### src/rtl/shift_add_datapath.sv
// ---------------------------------------------------------------------------
// shift_add_datapath
//
// Datapath half of an unsigned shift-add multiplier. It holds the
// multiplicand (M), the multiplier / low-product register (Q), the
// accumulator (AC) with its carry bit (C) and the iteration counter. The
// companion FSM controller drives it one strobe per operation.
//
// Ports:
//   clk           rising-edge clock
//   rst           asynchronous active-low reset (0 = reset)
//   load          capture operands: M <= data_a, Q <= data_b
//   loadAC        conditional add: {C,AC} <= AC + (Q[0] ? M : 0)
//   rstAC         synchronous clear of AC and C
//   shift         logical right shift of {C,AC,Q} by one
//   count16set    increment the iteration counter (wraps at WIDTH-1)
//   count16reset  synchronous clear of the iteration counter
//   data_a        multiplicand
//   data_b        multiplier
//   count16done   high while the counter sits on the last iteration
//   product       {AC,Q}
//   product_valid product holds a completed result
// ---------------------------------------------------------------------------
module shift_add_datapath #(
  parameter int WIDTH = 16
) (
  input  logic               clk,
  input  logic               rst,
  input  logic               load,
  input  logic               loadAC,
  input  logic               rstAC,
  input  logic               shift,
  input  logic               count16set,
  input  logic               count16reset,
  input  logic [WIDTH-1:0]   data_a,
  input  logic [WIDTH-1:0]   data_b,
  output logic               count16done,
  output logic [2*WIDTH-1:0] product,
  output logic               product_valid
);

  localparam int            CW   = $clog2(WIDTH);
  localparam logic [CW-1:0] LAST = CW'(WIDTH - 1);

  logic [WIDTH-1:0] r_m;
  logic [WIDTH-1:0] r_q;
  logic [WIDTH-1:0] r_ac;
  logic             r_c;
  logic [CW-1:0]    r_cnt;
  logic             r_valid;

  logic [WIDTH-1:0] w_addend;
  logic [WIDTH:0]   w_sum;
  logic             w_qIn;

  // Partial product for this iteration, kept WIDTH+1 wide so the carry of
  // the largest operands lands in C instead of being lost.
  assign w_addend = r_q[0] ? r_m : '0;
  assign w_sum    = {1'b0, r_ac} + {1'b0, w_addend};

  // Bit entering Q's MSB on a shift: the fresh sum's LSB when add and shift
  // are fused, otherwise the current AC LSB (a clearing rstAC still lets the
  // old AC bit fall into Q).
  assign w_qIn = (loadAC && !rstAC) ? w_sum[0] : r_ac[0];

  always_ff @(posedge clk or negedge rst) begin
    if (!rst) begin
      r_m <= '0;
    end else if (load) begin
      r_m <= data_a;
    end
  end

  // Operand load takes precedence over shifting Q.
  always_ff @(posedge clk or negedge rst) begin
    if (!rst) begin
      r_q <= '0;
    end else if (load) begin
      r_q <= data_b;
    end else if (shift) begin
      r_q <= {w_qIn, r_q[WIDTH-1:1]};
    end
  end

  // A fused add+shift shifts the full WIDTH+1 sum, so the carry enters AC's
  // MSB and C is left empty.
  always_ff @(posedge clk or negedge rst) begin
    if (!rst) begin
      r_ac <= '0;
      r_c  <= 1'b0;
    end else if (rstAC) begin
      r_ac <= '0;
      r_c  <= 1'b0;
    end else if (loadAC && shift) begin
      r_ac <= w_sum[WIDTH:1];
      r_c  <= 1'b0;
    end else if (loadAC) begin
      {r_c, r_ac} <= w_sum;
    end else if (shift) begin
      r_ac <= {r_c, r_ac[WIDTH-1:1]};
      r_c  <= 1'b0;
    end
  end

  // Explicit wrap keeps the count correct when WIDTH is not a power of two.
  always_ff @(posedge clk or negedge rst) begin
    if (!rst) begin
      r_cnt <= '0;
    end else if (count16reset) begin
      r_cnt <= '0;
    end else if (count16set) begin
      r_cnt <= (r_cnt == LAST) ? '0 : r_cnt + CW'(1);
    end
  end

  // Valid rises on the final fused iteration and survives idle cycles until
  // the next operand load.
  always_ff @(posedge clk or negedge rst) begin
    if (!rst) begin
      r_valid <= 1'b0;
    end else if (load) begin
      r_valid <= 1'b0;
    end else if (count16done && shift && loadAC) begin
      r_valid <= 1'b1;
    end
  end

  assign count16done   = (r_cnt == LAST);
  assign product       = {r_ac, r_q};
  assign product_valid = r_valid;

endmodule
### config.mk
export PLATFORM = sky130hd
export DESIGN_NAME = shift_add_datapath
export DESIGN_NICKNAME = d
export VERILOG_FILES = /design/src/rtl/shift_add_datapath.sv
export SDC_FILE = /design/constraint.sdc
export NUM_CORES = 1
export LEC_CHECK = 0
export CORE_MARGIN = 3
export CORE_UTILIZATION = 48
export CTS_BUF_LIST = sky130_fd_sc_hd__clkbuf_2
export CTS_CLUSTER_DIAMETER = 200
export CTS_CLUSTER_SIZE = 16
export DETAILED_ROUTE_END_ITERATION = 16
export HOLD_SLACK_MARGIN = 0.06
export MAX_ROUTING_LAYER = met4
export PLACE_DENSITY = 0.83
export SLEW_MARGIN = 40
export SYNTH_ARGS = -nofsm -noshare
export SYNTH_HDL_FRONTEND = slang
export SYNTH_SLANG_ARGS = --single-unit
### constraint.sdc
create_clock -name clk -period 2.65 [get_ports clk]
set_input_delay 0.265 -clock clk [delete_from_list [all_inputs] [get_ports clk]]
set_output_delay 0.265 -clock clk [all_outputs]
set_load 0.01 [all_outputs]
* Yosys cells after proc, flatten, opt, wreduce, memory -nomap -nowiden
Index checks and enable logic that the tools add are counted.
** Word-level totals
- Output and inout port bits :: 34
- Register bits after elaboration :: 54
- Logic and storage cells :: 35
** Operators by class
- Reduce and logical (&&, ||, !) cells :: 9
- Add/subtract/negate cells :: 2
- Equality and inequality tests :: 1
- Muxes and demuxes :: 17
** Operator list (number)
- $mux W16 :: 7
- $add A16 B16 Y17 :: 1
- $mux W4 :: 3
- $mux W1 :: 7
- $reduce_bool A2 Y1 :: 3
- $add A4 B1 Y4 const B :: 1
- $eq A4 B4 Y1 const B :: 1
- $logic_and A1 B1 Y1 :: 4
- $reduce_bool A4 Y1 :: 1
- $logic_not A1 Y1 :: 1

* Depth between registers and ports, before layout
- Word-level depth :: 5
- Mapped depth :: 11
- Gate-level depth less buffers :: 11

* Worst setup path after synthesis
Ideal clock, no wire load.
- Path kind :: reg2reg
- From :: register r_q[0]
- To :: register r_ac[13]
- Cell stages (with the launch flop) :: 10
- Data arrival time :: 2460 ps
- Data required time :: 2528 ps
- Path slack :: 68 ps
- Path buffers :: 1
- Cells stage by stage :: dfrtp_1 -> clkbuf_1 -> and2_1 -> ha_1 -> a21oi_1 -> o21ai_1 -> a211o_4 -> a2111oi_4 -> a31oi_1 -> a32o_1
** Between the ends
- Longest elaborated chain between the ends :: 5
** RTL lines
- start, declared :: line 46 : logic [WIDTH-1:0] r_q;
- start signal, assigned :: line 79 : r_q <= data_b;
- start signal, assigned :: line 81 : r_q <= {w_qIn, r_q[WIDTH-1:1]};
- $mux W16 (*) :: line 58 : assign w_addend = r_q[0] ? r_m : '0;
- $add A16 B16 Y17 (*) :: line 59 : assign w_sum = {1'b0, r_ac} + {1'b0, w_addend};
- $mux W16 :: line 97 : end else if (loadAC) begin
- $mux W16 (*) :: line 94 : end else if (loadAC && shift) begin
- $mux W16 (*) :: line 91 : end else if (rstAC) begin
- end signal, assigned :: line 95 : r_ac <= w_sum[WIDTH:1];
- end signal, assigned :: line 98 : {r_c, r_ac} <= w_sum;
- end signal, assigned :: line 100 : r_ac <= {r_c, r_ac[WIDTH-1:1]};
- end, declared :: line 47 : logic [WIDTH-1:0] r_ac;
Mark *: on every way between the ends. The rest lies on a longest branch, timed or not.
A chain may end at the register's enable or synchronous reset.

* Final worst setup path
- From :: register r_q[0]
- To :: register r_ac[14]
The elaborated chain is that of the path after synthesis.

==> metrics.yaml <==
status: "finished, final reports clean"
setup_viol: 0
num_io_pins: 74
syn-num-nets: 417
rsz0062_at_grt: "true"
async_flop_share_pct: 100
synthCells: 359
path_clk_slew_ps: 300
multiInputGateArea_um2: 2080
grt_pass1_wl_um: 13900
power_leakage_nw: 2.00
clock_path_buffers: 2
hold_viol_final: 0
finalWeightedCongestion: 0.922
n_antenna_cell: 0
peakVddDrop_mv: 0.334
critPathKind: "flop to flop"
worst_ep_required_time_ps: 3010
vias: 3046
hpwl_um: 6420
maxCapViolCount: 0
end_kind: "flop"
cts_tree: "done"
root_buffer: "clkbuf_2"
syn_area_per_cell_um2: 9.69
floorplan.die_area_um2: 8300
final_area_um2: 4520
layoutNonFillerInstCount: 535
synth_ff_type: "dfrtp_1"
die_w_um: 91.1
worst_ep_arrival_time_ps: 2900
overflow: 0
final_nets: 496
wl_met2_um: 4140
antenna_found_initial: 0
max_freq_mhz: 393
path_cells: "buf_4 > and2_1 > ha_1 > a21o_2 > nor4bb_2 > a31oi_2 > xor2_1 > o221ai_1 > nand2_1"
drc_errors: 0
grt_usage_pct: 20.8
p_per_area_nw_per_um2: 473
design.core.area_um2: 6910
avgRoutedWirePerCell_um: 16.1
drt-met1-wl_um: 3930
grt_pass1_vias: 2964
ant_nets: 0
die_h_um: 91.1
cts_max_level: 2
rows: 30
crit_slowest_cell: "dfrtp_1"
nFillCells: 557
ys_seq_area_share_pct: 38.8
firstDrtPassIters: 4
maxSlewViolCount: 0
clock-sinks: 54
max_slew_margin_pct: 68.1
mostFrequentLayoutCells: "clkdlybuf4s50_1 (71), dfrtp_1 (54), nand2_1 (36), nor2_1 (22), o21ai_0 (21)"
worstSetupStartpointType: "flop"
wl_met3_um: 481
worstPathMaxFanout: 14
synth_area_um2: 3480
regArea_um2: 1350
hp-class: "input pin to async pin"
final.min_clock_period_ps: 2540
grt_max_degree: 50
routed_wl_um: 8630
routed.top_layer: "met4"
first_iter_violations: 186
synth_edf_count: 0
slowest_delay_ps: 460
insertion_delay_ps: 430
min_period_over_period_pct: 96.0
syn_to_final_growth_pct: 29.8
vias_per_cell: 5.69
yosys_warnings: 0
tightest_slew_ps: 479
synth-seq-cells: 54
drive_above_1_share_pct: 16.4
place_area_um2: 4360
finalClockSkew_ps: 37.6
synthDistinctLibCells: 52
final_common_cell: "clkdlybuf4s50_1"
start_util_pct: 50.4
placedCellCount: 524
numPortBuffers: 73
cts_buffers: 5
-- through the flow --
step / hold WS, ps / setup TNS, ps / util (%) / power [W] / worst slack [ps]
floorplan: -30.6 / 0 / - / 0.00139 / 68.2
global placement: 240 / 0 / 63.2 / 0.00167 / 158
detailed placement: 248 / 0 / 63.2 / 0.00169 / 82.5
CTS: 247 / 0 / 64.3 / 0.00213 / 34.1
global route: 229 / -226 / 65.4 / 0.00227 / -93.8
finish: 262 / 0 / 65.4 / 0.00214 / 107
-- worst paths after layout --
check | start | endpoint | slack [ps] | depth (start not counted)
max | r_q[0] | r_ac[14] | 110 | 9
min | rst | r_m[1] | 260 | 2
max reg2reg | r_q[0] | r_ac[14] | 110 | 9
min reg2reg | r_m[3] | r_m[3] | 540 | 1
max in group asynchronous | rst | r_q[1] | 1720 | 3
min in group clk | shift | r_q[2] | 310 | 3
-- where the power goes --
part	leakage, nW	internal [W]	switching, W
clock network	0.0392	0.000163	0.000264
logic	1.28	0.000385	0.000348
registers	0.677	0.000902	0.0000745
total	2.00	0.00145	0.000686
-- cell usage after synthesis, drive strengths merged, types with 2 or more instances --
master	count	area share [%]
nand3	6	0.86
nand3b	2	0.43
xnor2	6	1.5
o21ai	25	3.6
mux4	5	3.2
nand2	36	3.9
o211ai	2	0.58
o22ai	3	0.54
o221ai	2	0.50
xor2	6	1.5
clkbuf	11	1.2
mux2	17	5.5
a31oi	5	0.90
a21oi	21	3.1
o21bai	2	0.43
a41o	2	0.58
buf	10	1.3
a21o	5	1.1
nor4	4	0.72
nor2	23	2.5
nor3	8	1.2
dfrtp	54	39
nor2b	12	2.2
a211oi	13	2.9
and3	3	0.54
inv	6	0.65
ha	17	6.1
and2	16	2.9
mux2i	19	5.5
-- metal layers --
layer	GRT usage, %	up-vias
met5	-	-
met4	4.27	0
met1	27.8	1467
met2	33.4	104
met3	4.06	9
li1	-	1466
-- cell families (layout without fill, tap and decap cells) --
kind of cell,after synthesis,in the layout,share of synthesized area [%]
xor gates and xnor gates,12,12,3.02
AOI/OAI and AO/OA,90,90,17.6
DFF,54,54,38.8
and+or+nand+nor,117,117,16.6
adders and majority gates,18,18,6.69
muxes,41,41,14.2
buffers and inverters,27,107,3.09
-- repair_timing --
item / CTS / global route
hold endpoints to repair: 20 / 0
setup buffers: 0 / 2
endpoints found under the setup margin: 0 / 12
resized for setup: 0 / 15
hold buffers: 1 / 0
-- state kept, by name, indices dropped and copies added (netlist names) --
name and flops:
product_valid 1, r_ac 16, r_c 1, r_cnt 4
r_m 16, r_q 16
-- cell type report --
cell class	instances	area share (%)
Inverter	6	0.499
Tap cell	96	2.66
Sequential cell	54	29.9
Clock inverter	2	0.831
Clock buffer	6	0.665
Multi-Input combinational cell	278	46.1
Timing Repair Buffer	93	19.3
-- worst max-delay path, delay by kind of cell, from the launching register on --
family	cells	cell delay (ps)
AO/OA/AOI/OAI	3	700
AND/OR/NAND/NOR	3	560
flip-flops	1	460
adder cells (fa/ha/maj)	1	370
XOR/XNOR	1	210
buffers and inverters	1	190
Note: power is estimated with default switching activity, not from simulation.
